File: src/rtl/pwm_precondition_scheduler_if.sv
// Request/grant and control bundle between the PWM preconditioner scheduler and its surroundings.
// master drives the update requests and period tick; slave is the scheduler itself.
interface pwm_precondition_scheduler_if #(
    parameter int DROP_WIDTH = 8
);
    logic                  update_tick;
    logic                  req_normal;
    logic                  req_stm;
    logic                  stm_mode;
    logic                  src_sel;
    logic                  start;
    logic                  latch;
    logic                  busy;
    logic                  ack_normal;
    logic                  ack_stm;
    logic [DROP_WIDTH-1:0] drop_cnt;

    modport master (
        output update_tick, req_normal, req_stm, stm_mode,
        input  src_sel, start, latch, busy, ack_normal, ack_stm, drop_cnt
    );

    modport slave (
        input  update_tick, req_normal, req_stm, stm_mode,
        output src_sel, start, latch, busy, ack_normal, ack_stm, drop_cnt
    );
endinterface

File: src/rtl/pwm_precondition_scheduler.sv
// Arbitrates NORMAL/STM updates onto the shared preconditioner engine, pulses START, then
// pulses LATCH on the first period tick after the engine run time has elapsed.
//
// state     | meaning
// IDLE      | no run in progress; grant a pending request (STM before NORMAL)
// SETUP     | source selected; pulse START and load the run timer
// RUN       | engine output unstable; timer counts down, ticks ignored
// WAIT_TICK | engine output stable; LATCH on the next period tick
module pwm_precondition_scheduler #(
    parameter int DEPTH      = 249,
    parameter int RUN_CYCLES = 260,
    parameter int DROP_WIDTH = 8
) (
    input  logic                          clk,
    input  logic                          rst_n,
    pwm_precondition_scheduler_if.slave   bus
);
    // The engine needs at least DEPTH+9 cycles; a smaller RUN_CYCLES is raised to that floor.
    localparam int RUN_LEN = (RUN_CYCLES < DEPTH + 9) ? DEPTH + 9 : RUN_CYCLES;
    localparam int CNT_W   = $clog2(RUN_LEN);

    typedef enum logic [1:0] {
        IDLE      = 2'd0,
        SETUP     = 2'd1,
        RUN       = 2'd2,
        WAIT_TICK = 2'd3
    } state_t;

    state_t                state_q, state_d;
    logic [CNT_W-1:0]      cnt_q, cnt_d;
    logic                  pend_n_q, pend_n_d;
    logic                  pend_s_q, pend_s_d;
    logic                  src_sel_q, src_sel_d;
    logic                  start_q, start_d;
    logic                  latch_q, latch_d;
    logic                  busy_q, busy_d;
    logic                  ack_n_q, ack_n_d;
    logic                  ack_s_q, ack_s_d;
    logic [DROP_WIDTH-1:0] drop_q, drop_d;
    logic                  grant_n, grant_s;

    always_comb begin
        state_d   = state_q;
        cnt_d     = cnt_q;
        src_sel_d = src_sel_q;
        start_d   = 1'b0;
        latch_d   = 1'b0;
        ack_n_d   = 1'b0;
        ack_s_d   = 1'b0;
        grant_n   = 1'b0;
        grant_s   = 1'b0;

        case (state_q)
            IDLE: begin
                if (pend_s_q && bus.stm_mode) begin
                    grant_s   = 1'b1;
                    src_sel_d = 1'b1;
                    ack_s_d   = 1'b1;
                    state_d   = SETUP;
                end else if (pend_n_q) begin
                    grant_n   = 1'b1;
                    src_sel_d = 1'b0;
                    ack_n_d   = 1'b1;
                    state_d   = SETUP;
                end
            end
            SETUP: begin
                start_d = 1'b1;
                cnt_d   = CNT_W'(RUN_LEN - 1);
                state_d = RUN;
            end
            RUN: begin
                if (cnt_q == '0) begin
                    state_d = WAIT_TICK;
                end else begin
                    cnt_d = cnt_q - 1'b1;
                end
            end
            WAIT_TICK: begin
                if (bus.update_tick) begin
                    latch_d = 1'b1;
                    state_d = IDLE;
                end
            end
            default: state_d = IDLE;
        endcase

        busy_d = (state_d != IDLE);

        // A request on the grant edge re-arms its flag so it is served on the next run.
        pend_n_d = bus.req_normal ? 1'b1 : (grant_n ? 1'b0 : pend_n_q);

        drop_d   = drop_q;
        pend_s_d = pend_s_q;
        if (!bus.stm_mode) begin
            pend_s_d = 1'b0;
        end else if (bus.req_stm) begin
            pend_s_d = 1'b1;
            if (pend_s_q && !grant_s && (drop_q != '1)) begin
                drop_d = drop_q + 1'b1;
            end
        end else if (grant_s) begin
            pend_s_d = 1'b0;
        end
    end

    always_ff @(posedge clk or negedge rst_n) begin
        if (!rst_n) begin
            state_q   <= IDLE;
            cnt_q     <= '0;
            pend_n_q  <= 1'b0;
            pend_s_q  <= 1'b0;
            src_sel_q <= 1'b0;
            start_q   <= 1'b0;
            latch_q   <= 1'b0;
            busy_q    <= 1'b0;
            ack_n_q   <= 1'b0;
            ack_s_q   <= 1'b0;
            drop_q    <= '0;
        end else begin
            state_q   <= state_d;
            cnt_q     <= cnt_d;
            pend_n_q  <= pend_n_d;
            pend_s_q  <= pend_s_d;
            src_sel_q <= src_sel_d;
            start_q   <= start_d;
            latch_q   <= latch_d;
            busy_q    <= busy_d;
            ack_n_q   <= ack_n_d;
            ack_s_q   <= ack_s_d;
            drop_q    <= drop_d;
        end
    end

    assign bus.src_sel    = src_sel_q;
    assign bus.start      = start_q;
    assign bus.latch      = latch_q;
    assign bus.busy       = busy_q;
    assign bus.ack_normal = ack_n_q;
    assign bus.ack_stm    = ack_s_q;
    assign bus.drop_cnt   = drop_q;
endmodule

File: src/flat_wrapper.sv
// flat-port wrapper written by rule: the top's interface ports become plain ports
module pwm_precondition_scheduler_flat 
#(
    parameter int DEPTH      = 249,
    parameter int RUN_CYCLES = 260,
    parameter int DROP_WIDTH = 8
)
  (clk, rst_n, bus_update_tick, bus_req_normal, bus_req_stm, bus_stm_mode, bus_src_sel, bus_start, bus_latch, bus_busy, bus_ack_normal, bus_ack_stm, bus_drop_cnt);
  pwm_precondition_scheduler_if #(.DROP_WIDTH(DROP_WIDTH)) bus_i ();
  input  logic clk;
  input  logic rst_n;
  input wire logic [$bits(bus_i.update_tick)-1:0] bus_update_tick;
  input wire logic [$bits(bus_i.req_normal)-1:0] bus_req_normal;
  input wire logic [$bits(bus_i.req_stm)-1:0] bus_req_stm;
  input wire logic [$bits(bus_i.stm_mode)-1:0] bus_stm_mode;
  output wire logic [$bits(bus_i.src_sel)-1:0] bus_src_sel;
  output wire logic [$bits(bus_i.start)-1:0] bus_start;
  output wire logic [$bits(bus_i.latch)-1:0] bus_latch;
  output wire logic [$bits(bus_i.busy)-1:0] bus_busy;
  output wire logic [$bits(bus_i.ack_normal)-1:0] bus_ack_normal;
  output wire logic [$bits(bus_i.ack_stm)-1:0] bus_ack_stm;
  output wire logic [$bits(bus_i.drop_cnt)-1:0] bus_drop_cnt;
  assign bus_i.update_tick = bus_update_tick;
  assign bus_i.req_normal = bus_req_normal;
  assign bus_i.req_stm = bus_req_stm;
  assign bus_i.stm_mode = bus_stm_mode;
  assign bus_src_sel = bus_i.src_sel;
  assign bus_start = bus_i.start;
  assign bus_latch = bus_i.latch;
  assign bus_busy = bus_i.busy;
  assign bus_ack_normal = bus_i.ack_normal;
  assign bus_ack_stm = bus_i.ack_stm;
  assign bus_drop_cnt = bus_i.drop_cnt;
  pwm_precondition_scheduler #(.DEPTH(DEPTH), .RUN_CYCLES(RUN_CYCLES), .DROP_WIDTH(DROP_WIDTH)) u_core (.clk(clk), .rst_n(rst_n), .bus(bus_i));
endmodule
File: config.mk
export PLATFORM = sky130hd
export DESIGN_NAME = pwm_precondition_scheduler_flat
export DESIGN_NICKNAME = d
export VERILOG_FILES = /design/src/rtl/pwm_precondition_scheduler_if.sv /design/src/rtl/pwm_precondition_scheduler.sv /design/src/flat_wrapper.sv
export SDC_FILE = /design/constraint.sdc
export NUM_CORES = 1
export LEC_CHECK = 0
export CAP_MARGIN = 20
export CORE_MARGIN = 2
export CORE_UTILIZATION = 50
export CTS_CLUSTER_DIAMETER = 40
export DETAILED_ROUTE_END_ITERATION = 8
export PLACE_DENSITY = 0.75
export SLEW_MARGIN = 20
export SYNTH_ARGS = -nofsm -noshare
export SYNTH_HDL_FRONTEND = slang
export SYNTH_SLANG_ARGS = --single-unit
File: constraint.sdc
create_clock -name clk -period 5.25 [get_ports clk]
set_input_delay 0.7875 -clock clk [delete_from_list [all_inputs] [get_ports clk]]
set_output_delay 0.7875 -clock clk [all_outputs]
set_load 0.05 [all_outputs]
# == After elaboration in Yosys (flattened, before gate mapping) ==
# Index checks and enable logic that the tools add are counted.
# op_classes
reduce_logical,13
eq_ne,6
addsub,2
n_mux,22
# op_table
op,count
9-bit case mux with 2 select lines,1
1-bit 2-to-1 mux,15
9-bit zero test,1
9-bit 2-to-1 mux,1
"9-bit by 1-bit subtractor with 9-bit output, second input constant",1
"8-bit by 1-bit adder with 8-bit output, second input constant",1
2-bit 2-to-1 mux,4
"8-bit inequality test, second input constant",1
2-bit case mux with 4 select lines,1
2-bit nonzero test,4
"2-bit == test, second input constant",2
2-bit AND reduction,2
1-bit logical AND,3
"3-bit by 2-bit inequality test with 1-bit output, second input constant",1
3-bit AND reduction,1
"2-bit by 1-bit == test with 1-bit output, second input constant",1
2-bit zero test,1
"2-bit inequality test, second input constant",1
1-bit zero test,1
# totals
ff_bits,27
out_inout_bits,14

# == Logic depth before layout (Yosys ltp) ==
# Gate-level depths: netlist of run 1.
# logic_depth
ltp_word,7
ltp_mapped,6
ltp_nobuf,6

# == Worst setup path after synthesis of run 1 ==
# OpenSTA, ideal clock, no wires.
# synth_timing
path_kind,reg-to-reg
from,"register u_core.drop_q[0], in the netlist u_core.bus.drop_cnt[0]"
to,"register u_core.drop_q[1], in the netlist u_core.bus.drop_cnt[1]"
t_arrival_ns,1.681
t_required_ns,5.125
setup_time_ns,0.125
path_buffers,0
slack_ns,3.445
path_stages_with_launch,5
path_cell_list,dfrtp_1 > ha_1 > nand3_1 > o21ai_2 > mux2_2
# synth_via
elab_chain_len,3
elab_cells_between_ends,4
# synth_rtl
element,line_no,text
from (decl),pwm_precondition_scheduler.sv:39,"logic [DROP_WIDTH-1:0] drop_q, drop_d;"
from (signal assigned),pwm_precondition_scheduler.sv:131,drop_q <= drop_d;
"parallel branches: the longest is 3 deep, another holds 8-bit by 1-bit adder with 8-bit output",-,
# Parallel ways; which one is timed is not known.
# A chain may end at the register's enable or synchronous reset.

# == Worst setup path after layout of run 1 ==
# layout_timing
from,"register u_core.drop_q[3], in the netlist u_core.bus.drop_cnt[3]"
to,output bus_drop_cnt[3]
# layout_rtl
element,line_no,text
to (decl),flat_wrapper.sv:22,output wire logic [$bits(bus_i.drop_cnt)-1:0] bus_drop_cnt;
# No word-level cell between the ends.

==> reports/qor.csv, run 1 <==
stage;metric;value;unit
grt;grt_max_degree;28;
pwr;ir_drop;352;uV
sta;max_freq;412;MHz
grt;grt_pass1_vias;928;
worst_setup_path;slowest_stage;clkdlybuf4s50_1;
floorplan;die_area;0.00292;sq mm
sta;skew;0.00153;ns
yosys;yosys-top-cells-count;27 x dfrtp_1, 15 x nand2_1, 14 x nor2_1, 8 x a21oi_1;
hold_path;hold_class;reg2reg;
grt;globalRouteOverflowTotal;0;
worst_setup_path;cp_max_fo;6;
cts;cts_sinks;27;
worst_setup_path;worst_r2r_path_depth;6;
worst_setup_path;critPathArrivalTime;1.64;ns
cts;cts_tree;built;
floorplan;die_y;54.1;um
yosys;synth_cell_types;31;
yosys;synth_area;0.00125;sq mm
yosys;yosys.area.top_type_share;53.9;%
routing;firstDrtPassIters;4;
floorplan;rows;18;
grt;grt_use_met1;21.6;%
sta;rsz0062_at_grt;no;
sta;min_period_over_period;46.3;%
yosys;yosys_warnings;0;
yosys;synth.avg_cell_area;10.6;sq um
routing;drtAntennaViolNets;0;
placed_design;portBuffers;19;
sta;setup_tns;0;ns
routing;routedWlPerCell;13.6;um
status;status;complete, no violations;
sta;final_max_slew_viol_count;0;
grt;grtUsageMet2;33.1;%
cts;cts-resized-gates;0;
hold_path;min_path_cells;1;
cts;clockBufferDepth;2;
worst_setup_path;path_cells;clkdlybuf4s50_1;
worst_setup_path;slowest_delay;0.85;ns
cts;cts-buffers-inserted;3;
finish;n_antenna_cell;0;
routing;wl;2.32;mm
sta;tightest_slew;0.508;ns
yosys;syn-num-nets;126;
finish;layout.nets;149;
sta;finalCriticalPeriod;2.43;ns
cts;postCtsSetupBuffers;0;
worst_setup_path;cp-end-kind;output pin;
yosys;yosys.area.top_type;dfrtp_1;
worst_setup_path;cp.depth;1;
job;cap_violations;0;
worst_setup_path;worstSetupPathType;reg2out;
grt;grt.busiest_layer;met2;
finish;num-fill-cells;204;
routing;vias_per_cell;5.51;
grt;grt_use_met3;3.06;%
worst_setup_path;cp.required;4.46;ns
yosys;async_flop_share;100;%
worst_setup_path;start_kind;flip-flop;
pwr;power_density;549;mW/mm^2
cts;hold_buffers;0;
sta;setup_ws;2.82;ns
yosys;synth_ff_type;dfrtp_1;
yosys;synth_edf_count;0;
grt;grt_first_pass_wirelength;3.91;mm
sta;slew_headroom;66.1;%
placed_design;dp_hpwl;1.69;mm
routing;vias;937;
floorplan;ios;20;
pwr;p_leak;0.707;nW
cts;cts_root_buf;clkbuf_4;
cts;clk_pin_slew;0.14;ns
yosys;ys_seq_area_share;53.9;%
finish;area_growth;20.3;%
worst_setup_path;cp_num_buf_inv;1;
grt;track_usage;18.7;%
worst_setup_path;ff2ff_setup_slack;3.36;ns
placed_design;preCtsSetupSlack;3.06;ns
yosys;yosys-top-cells-area;dfrtp_1 54%, nand2_1 4.5%, nor2_1 4.2%, xor2_1 4.2%, a21oi_1 3.2%;
sta;setup_violations;0;
yosys;yosysMostFrequentCell;dfrtp_1;
yosys;synthCells;118;
floorplan;die_x;54.1;um
worst_setup_path;crit_family;buffers and inverters;
placed_design;gp_congestion;0.783;
yosys;ys_seq_elements;27;
grt;antenna_found_initial;0;
cts;insertion_delay;0.31;ns
sta;hold_viol_final;0;
cts;h-tree-depth;1;
routing;drc;0;
routing;first_iter_violations;13;
finish;layout-drive-gt1-share;10.7;%
floorplan;core_area;0.00243;sq mm
floorplan;initial_core_util;51.5;%
-- per-layer routing --
metal | share of wire, % | routed length, um | vias to the layer above
li1 | - | - | 455
met1 | 45 | 1040 | 459
met2 | 50 | 1170 | 19
met3 | 3.5 | 81 | 4
met4 | 1.3 | 29 | 0
met5 | 0 | 0 | -
-- registers in the layout, summed over array words and instances (netlist names) --
register	cells
u_core.cnt_q	9
u_core.bus.ack_stm	1
u_core.bus.src_sel	1
u_core.pend_s_q	1
u_core.bus.latch	1
u_core.bus.ack_normal	1
u_core.state_q	2
u_core.bus.drop_cnt	8
u_core.pend_n_q	1
u_core.bus.start	1
u_core.bus.busy	1
-- power breakdown --
part | switching, mW | internal (mW)
logic | 0.213 | 0.153
clock network | 0.0590 | 0.0297
registers | 0.0962 | 0.276
total | 0.368 | 0.459
-- layout by cell type (no fill, tap or decap), types with 2 or more instances in the layout --
master / n
nor3_1: 6
a21o_1: 2
clkbuf_4: 3
ha_1: 2
xnor2_1: 2
a21oi_1: 8
dfrtp_1: 27
mux2i_1: 4
nand2_1: 15
o21ai_2: 2
nor2_1: 14
nand2b_1: 2
nand3_1: 5
clkdlybuf4s50_1: 19
inv_1: 5
xor2_1: 6
-- path summary, 6_finish.rpt --
check | to | startpoint
min in group asynchronous | u_core.bus.latch | rst_n
max reg2reg | u_core.state_q[0] | u_core.cnt_q[0]
min reg2reg | u_core.bus.src_sel | u_core.bus.src_sel
max | bus_drop_cnt[3] | u_core.bus.drop_cnt[3]
min | u_core.bus.src_sel | u_core.bus.src_sel
max in group asynchronous | u_core.cnt_q[3] | rst_n
-- kinds of logic (layout without fill, tap and decap cells) --
logic type	Yosys count	in the layout	synth area share [%]
XOR/XNOR	8	8	5.59
flip-flops	27	27	53.9
multiplexers	5	5	4.10
adder cells (fa/ha/maj)	2	2	2.00
AO/OA/AOI/OAI	18	18	10.5
AND/OR/NAND/NOR	51	51	21.8
buffers and inverters	7	29	2.10
-- cell type report --
type | count | area, sq um | area share [%]
timing repair buffer | 20 | 198 | 13.1
multi-input combinational | 84 | 551 | 36.5
inverter | 5 | 18.8 | 1.25
tap | 30 | 37.5 | 2.49
sequential | 27 | 676 | 44.9
clock buffer | 4 | 26.3 | 1.74
-- stage by stage --
stage / power, mW / utilization [%] / area [sq um] / std cells / hold slack (ns)
finish: 0.827 / 61.9 / 1510 / 170 / 0.493
global route: 0.886 / 61.9 / 1510 / 170 / 0.534
CTS: 0.834 / 61.9 / 1510 / 170 / 0.496
detailed placement: 0.746 / 60.9 / 1480 / 166 / 0.465
global placement: 0.727 / 60.9 / 1480 / 166 / 0.466
floorplan: 0.633 / - / 1250 / 118 / 0.469
No activity file was read; power rests on OpenSTA's default activity.
==> run 2: changes to the inputs <==
Clock period 5.25 ns to 2.55 ns, I/O delays scaled along.
==> run 2 against run 1 <==
  * Critical path depth is the same
  * Non-clock buffer count is the same
  * Clock skew barely moved
  * Via count fell by 2.5%
  * Highest routed layer unchanged
  * Power up 110%
  * Sequential cell count is the same
  * Sequential share of layout area decreased by 0.11 points
  * Routed wire length is 1.3% higher
==> reports/qor.csv, run 2 (synthesized netlist as in run 1, its figures left out) <==
stage;metric;value;unit;change
worst_setup_path;cp-end-kind;output pin;;
finish;layout-drive-gt1-share;11.4;%;+0.71 points
finish;layout_commonest_cell;dfrtp_1;;
worst_setup_path;path_cells;clkdlybuf4s50_1;;
sta;tightest_slew;0.516;ns;+0.00818 ns
grt;grt_use_met3;2.78;%;-0.28 points
job;cap_violations;0;;unchanged
grt;antenna_found_initial;0;;unchanged
worst_setup_path;worstSetupPathType;reg2out;;
grt;grt_first_pass_wirelength;4.12;mm;+5.5%
grt;track_usage;19.9;%;+1.2 points
grt;grt_pass1_vias;948;;+2.2%
pwr;clockPowerShare;10.9;%;+0.2 points
worst_setup_path;cp_max_fo;6;;unchanged
floorplan;initial_core_util;51.5;%;unchanged
floorplan;die_x;54.1;um;unchanged
hold_path;hold_class;in2async;;
grt;grtUsageMet2;33.9;%;+0.81 points
finish;n_antenna_cell;0;;unchanged
routing;firstDrtPassIters;4;;unchanged
routing;vias;914;;-2.5%
worst_setup_path;crit_family;buffers and inverters;;
routing;routedWlPerCell;13.8;um;+1.3%
worst_setup_path;cp.required;2.17;ns;-2.29 ns
placed_design;dp_hpwl;1.76;mm;+4.5%
cts;h-tree-depth;1;;unchanged
worst_setup_path;slowest_stage;clkdlybuf4s50_1;;
worst_setup_path;cp_num_buf_inv;1;;unchanged
sta;setup_violations;0;;unchanged
pwr;pwr-share-seq;44.4;%;-0.6 points
pwr;ir_drop;645;uV;+83%
floorplan;core_area;0.00243;sq mm;unchanged
status;status;complete, no violations;;
routing;vias_per_cell;5.38;;-2.5%
pwr;swShare;44.8;%;+0.22 points
sta;min_period_over_period;79.5;%;
cts;insertion_delay;0.32;ns;about the same
sta;final_max_slew_viol_count;0;;unchanged
placed_design;gp_congestion;0.851;;+8.7%
grt;globalRouteOverflowTotal;0;;unchanged
sta;slew_headroom;65.5;%;-0.55 points
worst_setup_path;critPathArrivalTime;1.65;ns;about the same
cts;cts-resized-gates;0;;unchanged
routing;wl;2.35;mm;+1.3%
cts;cts_tree;built;;
floorplan;rows;18;;unchanged
cts;clk_pin_slew;0.15;ns;about the same
placed_design;portBuffers;19;;unchanged
pwr;p_leak;0.706;nW;-0.15%
cts;cts_sinks;27;;unchanged
placed_design;post-place-cells;166;;unchanged
finish;fin_util;62.1;%;+0.15 points
floorplan;die_area;0.00292;sq mm;unchanged
cts;clockBufferDepth;2;;unchanged
routing;first_iter_violations;16;;+3
sta;hold_viol_final;0;;unchanged
sta;setup_tns;0;ns;unchanged
worst_setup_path;slowest_delay;0.84;ns;about the same
finish;largest_reg_flops;9;;unchanged
grt;grt_max_degree;28;;unchanged
sta;finalCriticalPeriod;2.03;ns;
grt;grt_use_met1;25.4;%;+3.9 points
finish;final_cells;170;;unchanged
sta;max_freq;493;MHz;
sta;skew;0.00122;ns;-0.000314 ns
grt;grt.busiest_layer;met2;;
floorplan;ios;20;;unchanged
cts;postCtsSetupBuffers;0;;unchanged
pwr;p_int;0.944;mW;+110%
worst_setup_path;start_kind;flip-flop;;
floorplan;die_y;54.1;um;unchanged
cts;cts-buffers-inserted;3;;unchanged
cts;hold_buffers;0;;unchanged
finish;area_growth;20.6;%;
finish;layout.nets;149;;unchanged
pwr;power_frac_comb;44.7;%;+0.4 points
finish;top_register;u_core.cnt_q;;
routing;drc;0;;unchanged
cts;cts_root_buf;clkbuf_4;;
pwr;p_switching;0.765;mW;+110%
finish;mostFrequentLayoutCells;27 x dfrtp_1, 19 x clkdlybuf4s50_1, 15 x nand2_1;;
routing;drtAntennaViolNets;0;;unchanged
sta;rsz0062_at_grt;no;;
finish;num-fill-cells;209;;+2.5%
pwr;power_density;1130;mW/mm^2;+110%
-- run 2: cell count changes in the layout (fill, tap and decap cells not counted), sizes merged --
cell	before	now
clkbuf	4	3
clkinvlp	0	1
-- run 2: area by class of cell --
class / instances / area [sq um] / share of cell area (%)
Tap cell: 30 / 37.5 / 2.49
Clock buffer: 3 / 22.5 / 1.49
Multi-Input combinational cell: 84 / 551 / 36.5
Sequential cell: 27 / 676 / 44.7
Clock inverter: 1 / 7.51 / 0.497
Timing Repair Buffer: 20 / 198 / 13.1
Inverter: 5 / 18.8 / 1.24
-- run 2: path summary, 6_finish.rpt --
check / endpoint / depth (start not counted) / slack, ns / start
worst max-delay path: bus_drop_cnt[2] / 1 / 0.52 / u_core.bus.drop_cnt[2]
worst min-delay path: u_core.bus.latch / 2 / 0.40 / rst_n
worst max register to register: u_core.state_q[0] / 6 / 0.67 / u_core.cnt_q[1]
worst min register to register: u_core.bus.src_sel / 1 / 0.50 / u_core.bus.src_sel
max in group asynchronous: u_core.bus.drop_cnt[4] / 2 / 1.89 / rst_n
min in group clk: u_core.bus.src_sel / 1 / 0.50 / u_core.bus.src_sel
-- run 2: worst register-to-register path, delay by kind of cell, from the launching register on --
kind,cells,cell delay (ns)
adders and majority gates,1,0.21
buffers and inverters,1,0.08
and+or+nand+nor,2,0.63
AOI/OAI and AO/OA,2,0.48
DFF,1,0.44
-- run 2: through the flow --
| stage | instance area (sq um) | total power [mW] | hold slack, ns | setup WS, ns |
|---|---|---|---|---|
| 5_1_grt | 1510 | 1.83 | 0.433 | 0.430 |
| 4_1_cts | 1510 | 1.73 | 0.409 | 0.501 |
| 3_5_place_dp | 1480 | 1.54 | 0.467 | 0.700 |
| 2_1_floorplan | 1250 | 1.30 | 0.0869 | 0.745 |
| 6_report | 1510 | 1.71 | 0.405 | 0.522 |
| 3_3_place_gp | 1480 | 1.50 | 0.461 | 0.808 |
-- run 2: metal layers --
layer  routed length (um)  share of wire (%)
met1                 1040                 44
met2                 1190                 51
met3                   91                3.9
met4                   19               0.81
met5                    0                  0
-- run 2: power groups by stage --
stage,registers (mW),clock network (mW),logic [mW]
after floorplan,0.897,0,0.405
after global placement,0.757,0,0.745
after detailed placement,0.770,0,0.770
after CTS,0.761,0.195,0.773
after global routing,0.789,0.211,0.832
final,0.760,0.187,0.764
